--- src/rtl/gate_test_sequencer_if.sv ---
// Signal bundle between the gate test sequencer and the logic around it:
// the start request, the gate stimulus/response and the run results.
interface gate_test_sequencer_if;
  logic       start;
  logic       dut_in_1;
  logic       dut_in_2;
  logic       dut_out;
  logic       busy;
  logic       done;
  logic       pass;
  logic [2:0] err_count;
  logic [3:0] fail_mask;
  logic [1:0] vec_idx;

  // master: drives start and returns the gate output
  modport master (
    output start, dut_out,
    input  dut_in_1, dut_in_2, busy, done, pass, err_count, fail_mask, vec_idx
  );

  // slave: the sequencer itself
  modport slave (
    input  start, dut_out,
    output dut_in_1, dut_in_2, busy, done, pass, err_count, fail_mask, vec_idx
  );
endinterface

--- src/rtl/gate_test_sequencer.sv ---
// Applies vectors 00,01,10,11 to a 2-input gate, waits SETTLE_CYCLES per vector,
// samples the gate output and scores it against the EXPECTED truth table.
module gate_test_sequencer #(
  parameter int         SETTLE_CYCLES = 2,
  parameter logic [3:0] EXPECTED      = 4'b1000
) (
  input  logic                 clk,
  input  logic                 rst,
  gate_test_sequencer_if.slave bus
);

  localparam logic [2:0] S_IDLE   = 3'd0;
  localparam logic [2:0] S_APPLY  = 3'd1;
  localparam logic [2:0] S_SETTLE = 3'd2;
  localparam logic [2:0] S_SAMPLE = 3'd3;
  localparam logic [2:0] S_DONE   = 3'd4;

  localparam logic [3:0] SETTLE_LOAD = 4'(SETTLE_CYCLES);

  logic [2:0] r_state;
  logic [3:0] r_cnt;
  logic [1:0] r_vec;
  logic       r_in_1;
  logic       r_in_2;
  logic       r_pass;
  logic [2:0] r_err;
  logic [3:0] r_mask;

  logic       w_mismatch;
  logic [3:0] w_mask_upd;
  logic [1:0] w_vec_inc;

  assign w_mismatch = (bus.dut_out != EXPECTED[r_vec]);
  assign w_mask_upd = r_mask | ({3'b000, w_mismatch} << r_vec);
  assign w_vec_inc  = r_vec + 2'd1;

  always_ff @(posedge clk) begin
    if (rst) begin
      r_state <= S_IDLE;
      r_cnt   <= 4'd0;
      r_vec   <= 2'd0;
      r_in_1  <= 1'b0;
      r_in_2  <= 1'b0;
      r_pass  <= 1'b0;
      r_err   <= 3'd0;
      r_mask  <= 4'd0;
    end else begin
      case (r_state)
        S_IDLE: begin
          r_in_1 <= 1'b0;
          r_in_2 <= 1'b0;
          if (bus.start) begin
            r_state <= S_APPLY;
            r_vec   <= 2'd0;
            r_err   <= 3'd0;
            r_mask  <= 4'd0;
            r_pass  <= 1'b0;
          end
        end
        S_APPLY: begin
          r_cnt   <= SETTLE_LOAD;
          r_state <= (SETTLE_CYCLES > 0) ? S_SETTLE : S_SAMPLE;
        end
        S_SETTLE: begin
          r_cnt <= r_cnt - 4'd1;
          if (r_cnt <= 4'd1) begin
            r_state <= S_SAMPLE;
          end
        end
        S_SAMPLE: begin
          if (w_mismatch && (r_err != 3'd4)) begin
            r_err <= r_err + 3'd1;
          end
          r_mask <= w_mask_upd;
          if (r_vec == 2'd3) begin
            r_state <= S_DONE;
            r_pass  <= (w_mask_upd == 4'd0);
          end else begin
            // the next vector reaches the gate on the same edge that enters APPLY
            r_vec   <= w_vec_inc;
            r_in_1  <= w_vec_inc[1];
            r_in_2  <= w_vec_inc[0];
            r_state <= S_APPLY;
          end
        end
        S_DONE: begin
          r_in_1  <= 1'b0;
          r_in_2  <= 1'b0;
          r_state <= S_IDLE;
        end
        default: r_state <= S_IDLE;
      endcase
    end
  end

  assign bus.dut_in_1  = r_in_1;
  assign bus.dut_in_2  = r_in_2;
  assign bus.busy      = (r_state == S_APPLY) || (r_state == S_SETTLE) || (r_state == S_SAMPLE);
  assign bus.done      = (r_state == S_DONE);
  assign bus.pass      = r_pass;
  assign bus.err_count = r_err;
  assign bus.fail_mask = r_mask;
  assign bus.vec_idx   = r_vec;

endmodule

--- src/flat_wrapper.sv ---
// flat-port wrapper written by rule: the top's interface ports become plain ports
module gate_test_sequencer_flat 
#(
  parameter int         SETTLE_CYCLES = 2,
  parameter logic [3:0] EXPECTED      = 4'b1000
)
  (clk, rst, bus_start, bus_dut_out, bus_dut_in_1, bus_dut_in_2, bus_busy, bus_done, bus_pass, bus_err_count, bus_fail_mask, bus_vec_idx);
  gate_test_sequencer_if bus_i ();
  input  logic clk;
  input  logic rst;
  input wire logic [$bits(bus_i.start)-1:0] bus_start;
  input wire logic [$bits(bus_i.dut_out)-1:0] bus_dut_out;
  output wire logic [$bits(bus_i.dut_in_1)-1:0] bus_dut_in_1;
  output wire logic [$bits(bus_i.dut_in_2)-1:0] bus_dut_in_2;
  output wire logic [$bits(bus_i.busy)-1:0] bus_busy;
  output wire logic [$bits(bus_i.done)-1:0] bus_done;
  output wire logic [$bits(bus_i.pass)-1:0] bus_pass;
  output wire logic [$bits(bus_i.err_count)-1:0] bus_err_count;
  output wire logic [$bits(bus_i.fail_mask)-1:0] bus_fail_mask;
  output wire logic [$bits(bus_i.vec_idx)-1:0] bus_vec_idx;
  assign bus_i.start = bus_start;
  assign bus_i.dut_out = bus_dut_out;
  assign bus_dut_in_1 = bus_i.dut_in_1;
  assign bus_dut_in_2 = bus_i.dut_in_2;
  assign bus_busy = bus_i.busy;
  assign bus_done = bus_i.done;
  assign bus_pass = bus_i.pass;
  assign bus_err_count = bus_i.err_count;
  assign bus_fail_mask = bus_i.fail_mask;
  assign bus_vec_idx = bus_i.vec_idx;
  gate_test_sequencer #(.SETTLE_CYCLES(SETTLE_CYCLES), .EXPECTED(EXPECTED)) u_core (.clk(clk), .rst(rst), .bus(bus_i));
endmodule
--- config.mk ---
export PLATFORM = sky130hd
export DESIGN_NAME = gate_test_sequencer_flat
export DESIGN_NICKNAME = d
export VERILOG_FILES = /design/src/rtl/gate_test_sequencer_if.sv /design/src/rtl/gate_test_sequencer.sv /design/src/flat_wrapper.sv
export SDC_FILE = /design/constraint.sdc
export NUM_CORES = 1
export LEC_CHECK = 0
export BUFFER_PORTS_ARGS = -buffer_cell sky130_fd_sc_hd__buf_2
export CORE_AREA = 2 2 46 48
export CTS_BUF_LIST = sky130_fd_sc_hd__clkbuf_4 sky130_fd_sc_hd__clkbuf_8
export DETAILED_ROUTE_END_ITERATION = 10
export DIE_AREA = 0 0 48 50
export PLACE_DENSITY = 0.73
export SETUP_SLACK_MARGIN = 0.05
export SLEW_MARGIN = 5
export SYNTH_ARGS = -nofsm -noshare
export SYNTH_HDL_FRONTEND = slang
export SYNTH_SLANG_ARGS = --single-unit
--- constraint.sdc ---
create_clock -name clk -period 1.8 [get_ports clk]
set_input_delay 0.36 -clock clk [delete_from_list [all_inputs] [get_ports clk]]
set_output_delay 0.36 -clock clk [all_outputs]
set_load 0.02 [all_outputs]
### Word-level counts from Yosys, hierarchy flattened

Cells that the tools add are included.
Widths: inputs -> output; s select.

* bitwise gates (word level): 1
* muxes and demuxes: 22
* shifts and indexed selects: 1
* equal/unequal tests: 12
* reductions and logical operators: 15
* $add $sub $neg: 3
* order comparisons: 2

Operators with widths (number)
* $pmux 4 s2: 2
* $mux 3: 5
* $pmux 3 s4: 1
* $reduce_and 3->1: 3
* $eq 3x2->1 const B: 2
* $ne 2x1->1 const B: 3
* $pmux 1 s2: 3
* $pmux 3 s2: 1
* $reduce_and 2->1: 3
* $reduce_bool 2->1: 3
* $mux 1: 5
* $le 4x1->1 const B: 1
* $logic_not 4->1: 1
* $mux 2: 2
* $mux 4: 1
* $ne 2x2->1 const B: 2
* $or 4x4->4: 1
* $pmux 2 s2: 1
* $shl 1x2->4: 1
* $sub 4x1->4 const B: 1
* $add 3x1->3 const B: 1
* $eq 3x1->1 const B: 1
* $eq 3x3->1 const B: 1
* $logic_not 3->1: 1
* other kinds (9): 10

* logic and storage cells: 64
* bits of input ports: 4
* bits in registers: 19
* output and inout bits: 14

### Logic depth before layout (Yosys ltp)

Gate-level depths: netlist (run 1).

* depth after elaboration: 8
* gate-level depth with buffers: 5
* mapped depth without buffers: 5

### Worst setup path after synthesis (run 1)

Ideal clock, no wire load.

* path kind: register -> register
* start point: reg u_core.r_vec[0], in the netlist u_core.bus.vec_idx[0]
* end point: reg u_core.r_err[1], in the netlist u_core.bus.err_count[1]
* clock period less this slack: 1.544 ns
* setup slack: 0.256 ns
* cell stages (with the launch flop): 6
* data arrival time: 1.412 ns
* setup time: 0.132 ns
* buffers on the path: 1
* data required time: 1.668 ns
* path through: dfxtp_1 > ha_1 > buf_2 > xnor2_1 > o311ai_0 > a21oi_1

* word-level cells in the longest chain between the ends: 6

Ends and longest elaborated chain
* from (decl): line gate_test_sequencer.sv:22 `logic [1:0] r_vec;`
* from (signal assigned): line gate_test_sequencer.sv:80 `r_vec <= w_vec_inc;`
* $bmux 1 s2: line gate_test_sequencer.sv:33 `assign w_mismatch = (bus.dut_out != EXPECTED[r_vec]);`
* $mux 1 (not written as such): line gate_test_sequencer.sv:33
* $ne 1x1->1: line gate_test_sequencer.sv:33
* $logic_and 1x1->1: line gate_test_sequencer.sv:71 `if (w_mismatch && (r_err != 3'd4)) begin`
* $ne 2x1->1 (no source line)
* $reduce_and 3->1 (no source line)
* to (signal assigned): line gate_test_sequencer.sv:72 `r_err <= r_err + 3'd1;`
* to (decl): line gate_test_sequencer.sv:26 `logic [2:0] r_err;`

Every way passes these cells. The select of a mux whose other input is x is not followed.
A chain may end at the register's enable or synchronous reset.

### Worst setup path in the final report (run 1)

* start point: reg u_core.r_state[0]
* end point: out bus_done

* word-level cells in the longest chain between the ends: 1

Ends and longest elaborated chain
* from (decl): line gate_test_sequencer.sv:20 `logic [2:0] r_state;`
* from (signal assigned): line gate_test_sequencer.sv:62 `r_state <= (SETTLE_CYCLES > 0) ? S_SETTLE : S_SAMPLE;`
* $eq 3x3->1: line gate_test_sequencer.sv:99 `assign bus.done = (r_state == S_DONE);`
* to (decl): line flat_wrapper.sv:16 `output wire logic [$bits(bus_i.done)-1:0] bus_done;`

Every way passes these cells.

==> flow_metrics.env, run 1 <==
export IMPL_r2r_slack_ps=280
export IMPL_syn_nets=127
export IMPL_route_detailed_drc=0
export IMPL_worst_ep_arrival_time_ps=1190
export IMPL_powerDensity_nw_per_um2=976.6
export IMPL_ys_types=35
export IMPL_fill_cells=177
export IMPL_grt_use_total=0.2085
export IMPL_root_buffer="clkbuf_4"
export IMPL_drive_gt1_frac=0.2336
export IMPL_multi_input_area_um2=566.8
export IMPL_grt_pass1_wl_um=3663
export IMPL_relSlewSlack=0.7711
export IMPL_cts_tree="done"
export IMPL_min_period_over_period=0.8596
export IMPL_fmax_mhz=646.3
export IMPL_crit_fanout=7
export IMPL_postCtsHoldBufs=0
export IMPL_reg2reg_to="u_core.r_state[0]"
export IMPL_wire_per_inst_um=12.82
export IMPL_holdPathEnd="u_core.bus.pass"
export IMPL_wl_um=2103
export IMPL_ir_worst_vdd_uv=669.5
export IMPL_die_y_um=50
export IMPL_startpoint_type="flip-flop"
export IMPL_r2r_cells=5
export IMPL_finalWorstSetupSlack_ps=252.6
export IMPL_routabilityCongestion=0.8466
export IMPL_ys_seq_area_frac=0.3810
export IMPL_clk_latency_ps=300
export IMPL_setup_viol=0
export IMPL_placed_cells=160
export IMPL_cts_max_level=1
export IMPL_die_w_um=48
export IMPL_syn2layout_area_growth_pct=16.17
export IMPL_viasPerCell=5.616
export IMPL_fin_setup_tns_ps=0
export IMPL_clk_pin_slew_ps=100
export IMPL_hold_depth=3
export IMPL_initial_core_util=0.5250
export IMPL_n_antenna_cell=0
export IMPL_grt_pass1_vias=864
export IMPL_clock_sinks=19
export IMPL_yosysWarnings=0
export IMPL_postCtsSetupBuffers=0
export IMPL_min_delay_start="bus_dut_out"
export IMPL_period_needed_ps=1547
export IMPL_instances_no_fill=164
export IMPL_tightest_slew_ps=343.4
export IMPL_post_synth_cell_area_avg_um2=8.462
export IMPL_drt_iter0_drc=11
export IMPL_ctsResizeCount=0
export IMPL_cts_inserted_buffers=3
export IMPL_crit_required_ps=1440
export IMPL_core_area_um2=1902
export IMPL_report_final_slew_viol_count=0
export IMPL_crit_type="flip-flop to output pin"
export IMPL_finalHoldViolations=0
export IMPL_grt_start_max_net_pins=19
export IMPL_design_die_area_um2=2400
export IMPL_maxCapViolations=0
export IMPL_r2r_start="u_core.r_cnt[0]"
export IMPL_leakagePower_uw=0.0004612
export IMPL_nNetsFinal=147
export IMPL_critPathCaptureType="output pin"
export IMPL_io_buffers=17
export IMPL_grt_setup_unrepaired="no"
export IMPL_fin_worst_skew_ps=5.220
export IMPL_rows=16
export IMPL_ys_ff_latch=19
export IMPL_vias=921
export IMPL_hold_path_class="input pin to flip-flop"
export IMPL_cts_path_max_buffers=2
export IMPL_post_place_ws_ps=291.9
export IMPL_netlist_area_um2=998.5
export IMPL_drtAntennaViolNets=0
export IMPL_seqCellArea_um2=380.4
export IMPL_antenna_found_initial=0
export IMPL_grt_overflow=0
export IMPL_status="finished clean"
export IMPL_synthCells=118
export IMPL_hpwl_um=1484
export IMPL_ios=18
export IMPL_finalPower_uw=1133
export IMPL_dr_pass1_iters=4
==> registers in the layout, indices dropped and copies added, names as in the netlist <==
signal / flops
u_core.r_state: 3
u_core.bus.err_count: 3
u_core.bus.pass: 1
u_core.bus.dut_in_1: 1
u_core.bus.vec_idx: 2
u_core.bus.dut_in_2: 1
u_core.bus.fail_mask: 4
u_core.r_cnt: 4
==> metal layers <==
metal / vias to the layer above / share of wire / GRT usage
met5: - / 0 / 0
met4: 0 / 0.013 / 0.05405
li1: 471 / - / -
met1: 428 / 0.50 / 0.2932
met3: 4 / 0.049 / 0.07326
met2: 18 / 0.44 / 0.3000
==> cell usage in the layout (no fill, tap or decap) <==
cell       netlist  routed
a32oi_1          1       1
or2_1            1       1
or4b_1           1       1
dfxtp_1         19      19
nand3b_1         4       4
o211ai_1         2       2
o21ai_0          4       4
nand4b_1         3       3
nor4_1           1       1
nand3_1          2       2
buf_4            0       6
or3b_1           1       1
or3_1            2       2
xnor2_1          2       2
inv_2            1       1
or2_2            2       2
ha_1             5       5
nand2_1          4       4
nand2b_1         3       3
o21a_1           1       1
nor2_1           8       8
nand4_1          4       4
nor4b_1          1       1
a2111oi_2        1       1
a31oi_1          2       2
or4_1            2       2
nor3_1           4       4
o311ai_0         3       3
and3b_1          1       1
clkbuf_4         0       4
a21oi_1         16      16
inv_1            4       4
o21ba_2          1       1
and2_1           3       3
xor2_1           1       1
buf_2            2      17
==> power breakdown <==
group	leakage, uW	internal (uW)	switching, uW	total, uW
sequential	0.000154	465	53.6	519
combinational	0.000289	171	215	386
clock	0.0000184	102	126	227
==> cells by family (layout without fill, tap and decap cells) <==
kind of cell               count (synthesis)  after routing  synth area share
and+or+nand+nor                           47             47            0.2832
AOI/OAI and AO/OA                         31             31            0.1955
DFF                                       19             19            0.3809
buffers and inverters                     13             32           0.05137
adders and majority gates                  5              5           0.06266
xor gates and xnor gates                   3              3           0.02632
==> per-stage QoR <==
stage / cell area [um^2] / util / hold slack, ps
after global routing: 1160 / 0.6099 / 379.2
after global placement: 1130 / 0.5941 / 454.5
final: 1160 / 0.6099 / 375.3
after detailed placement: 1130 / 0.5941 / 465.7
after CTS: 1160 / 0.6099 / 369.8
after floorplan: 998.5 / - / 474.5
==> area by class of cell <==
class                           instances  area share
Multi-Input combinational cell         86      0.4887
Sequential cell                        19      0.3279
Timing Repair Buffer                   23      0.1122
Tap cell                               27     0.02913
Clock buffer                            4     0.02589
Inverter                                5     0.01618
==> worst max-delay path by stage <==
stage,startpoint,to,slack [ps],cells after the start
detailed placement,u_core.r_cnt[0],u_core.r_state[0],290,5
global placement,bus_start,u_core.bus.err_count[1],330,4
floorplan,u_core.bus.vec_idx[0],u_core.bus.err_count[1],260,5
global route,u_core.r_cnt[0],u_core.r_state[0],150,5
finish,u_core.r_state[0],bus_done,250,3
CTS,u_core.r_state[0],bus_done,260,3
==> cells in the mapped netlist, drive strengths merged <==
| master | number | area share |
|---|---|---|
| nand3b | 4 | 0.030 |
| a32oi | 1 | 0.0088 |
| buf | 2 | 0.010 |
| dfxtp | 19 | 0.38 |
| nor3 | 4 | 0.020 |
| inv | 5 | 0.019 |
| o21ba | 1 | 0.010 |
| nand3 | 2 | 0.010 |
| or3b | 1 | 0.0088 |
| ha | 5 | 0.063 |
| o21ai | 4 | 0.020 |
| o311ai | 3 | 0.026 |
| or4b | 1 | 0.010 |
| or2 | 3 | 0.019 |
| a31oi | 2 | 0.013 |
| clkbuf | 6 | 0.023 |
| nand4b | 3 | 0.026 |
| o21a | 1 | 0.0075 |
| or3 | 2 | 0.013 |
| and2 | 3 | 0.019 |
| or4 | 2 | 0.015 |
| xor2 | 1 | 0.0088 |
| nand4 | 4 | 0.025 |
| o211ai | 2 | 0.015 |
| a21oi | 16 | 0.080 |
| and3b | 1 | 0.0088 |
| nor4b | 1 | 0.0088 |
| nor4 | 1 | 0.0063 |
| nand2b | 3 | 0.019 |
| xnor2 | 2 | 0.018 |
| nand2 | 4 | 0.015 |
| nor2 | 8 | 0.030 |
| a2111oi | 1 | 0.015 |
==> worst max-delay path, stage by stage, from the launching register on <==
cell and delay (ps):
dfxtp_1 460, nor2_1 110, and2_1 160, buf_2 150
No activity file was read; power rests on OpenSTA's default activity.
==> run 2, diff against run 1 <==
- RECOVER_POWER: default -> 50
==> run 2 against run 1 <==
Wire length is 1.3% lower. Clock skew hardly changed. Clock power hardly changed. Cell count stayed put. Critical endpoint unchanged.
==> flow_metrics.env, run 2 (synthesis results as in run 1) <==
export IMPL_status="finished clean"
export IMPL_crit_slowest_cell="dfxtp_1"
export IMPL_nNetsFinal=147
export IMPL_vias=931
export IMPL_endpoint="bus_done"
export IMPL_antenna_found_initial=0
export IMPL_r2r_start="u_core.bus.vec_idx[1]"
export IMPL_grt_overflow=0
export IMPL_critPathCaptureType="output pin"
export IMPL_report_final_slew_viol_count=0
export IMPL_maxCapViolations=0
export IMPL_fin_setup_tns_ps=0
export IMPL_r2r_slack_ps=280
export IMPL_drive_gt1_frac=0.1314
export IMPL_cts_max_level=1
export IMPL_hpwl_um=1484
export IMPL_holdWs_ps=379.8
export IMPL_clk_pin_slew_ps=100
export IMPL_clock_sinks=19
export IMPL_cts_tree="done"
export IMPL_dr_pass1_iters=4
export IMPL_setup_viol=0
export IMPL_grt_pass1_wl_um=3663
export IMPL_crit_fanout=7
export IMPL_clk_latency_ps=300
export IMPL_grt_start_max_net_pins=19
export IMPL_cts_path_max_buffers=2
export IMPL_tightest_slew_ps=352.5
export IMPL_leakagePower_uw=0.0004001
export IMPL_reg2reg_to="u_core.bus.pass"
export IMPL_viasPerCell=5.677
export IMPL_powerDensity_nw_per_um2=991.4
export IMPL_ctsResizeCount=0
export IMPL_syn2layout_area_growth_pct=13.91
export IMPL_final_common_cell="dfxtp_1"
export IMPL_fmax_mhz=644.1
export IMPL_core_area_um2=1902
export IMPL_path_cells="nor2_1 > and2_1 > buf_2"
export IMPL_grt_use_total=0.2085
export IMPL_die_y_um=50
export IMPL_startpoint_type="flip-flop"
export IMPL_route_detailed_drc=0
export IMPL_worst_ep_arrival_time_ps=1190
export IMPL_routabilityCongestion=0.8466
export IMPL_fin_worst_skew_ps=5.011
export IMPL_period_needed_ps=1552
export IMPL_r2r_cells=5
export IMPL_root_buffer="clkbuf_4"
export IMPL_design_die_area_um2=2400
export IMPL_min_period_over_period=0.8625
export IMPL_ir_worst_vdd_uv=664.1
export IMPL_wl_um=2075
export IMPL_grt_pass1_vias=864
export IMPL_finalHoldViolations=0
export IMPL_crit_required_ps=1440
export IMPL_ios=18
export IMPL_grt_setup_unrepaired="no"
export IMPL_slowest_delay_ps=470
export IMPL_drt_iter0_drc=16
export IMPL_die_w_um=48
export IMPL_cts_inserted_buffers=3
export IMPL_final_cell_mix="dfxtp_1, a21oi_1, clkbuf_1"
export IMPL_hold_path_class="input pin to flip-flop"
export IMPL_rows=16
export IMPL_postCtsSetupBuffers=0
export IMPL_io_buffers=17
export IMPL_startpoint="u_core.r_state[0]"
export IMPL_postCtsHoldBufs=0
export IMPL_relSlewSlack=0.7650
export IMPL_initial_core_util=0.5250
export IMPL_drtAntennaViolNets=0
export IMPL_n_antenna_cell=0
export IMPL_crit_type="flip-flop to output pin"
export IMPL_wire_per_inst_um=12.65
[run 2: worst max-delay path: cells and delay by family (launching register included)]
family	cells	cell delay (ps)
buffers and inverters	1	150
and+or+nand+nor	2	280
DFF	1	470
[run 2: worst min path at each step]
stage / startpoint / end / cells after the start / slack [ps]
CTS: bus_dut_out / u_core.bus.pass / 3 / 370
global placement: u_core.bus.dut_in_2 / u_core.bus.dut_in_2 / 2 / 450
floorplan: u_core.r_cnt[2] / u_core.r_cnt[2] / 2 / 470
finish: bus_dut_out / u_core.bus.pass / 3 / 380
detailed placement: u_core.bus.pass / u_core.bus.pass / 2 / 470
global route: bus_dut_out / u_core.bus.pass / 3 / 380
[run 2: layer usage]
| metal | GRT usage | vias to the layer above | routed length (um) |
|---|---|---|---|
| met5 | 0 | - | 0 |
| met4 | 0.05405 | 0 | 25 |
| met3 | 0.07326 | 4 | 131 |
| met2 | 0.3000 | 26 | 921 |
| met1 | 0.2932 | 430 | 998 |
| li1 | - | 471 | - |
[run 2: area by class of cell]
class                           instances  area, um^2
Fill cell                             186       764.5
Multi-Input combinational cell         86       566.8
Sequential cell                        19       380.4
Timing Repair Buffer                   23       107.6
Tap cell                               27       33.78
Clock buffer                            4       30.03
Inverter                                5       18.77
[run 2: report_power, final]
| group | leakage [uW] | switching [uW] | internal (uW) | total, uW |
|---|---|---|---|---|
| Sequential | 0.000154 | 52.9 | 465 | 518 |
| Combinational | 0.000228 | 215 | 164 | 379 |
| Clock | 0.0000184 | 129 | 102 | 230 |
| Total | 0.000400 | 397 | 731 | 1130 |
[run 2: metrics by stage]
stage	total power, uW	utilization	setup slack (ps)	std cells	instance area (um^2)
3_5_place_dp	911.4	0.5941	291.9	160	1130
6_report	1128	0.5980	247.5	164	1137
2_1_floorplan	813.9	-	256.2	118	998.5
3_3_place_gp	894.7	0.5941	326.0	160	1130
4_1_cts	1141	0.6099	260.6	164	1160
5_1_grt	1218	0.5980	145.7	164	1137
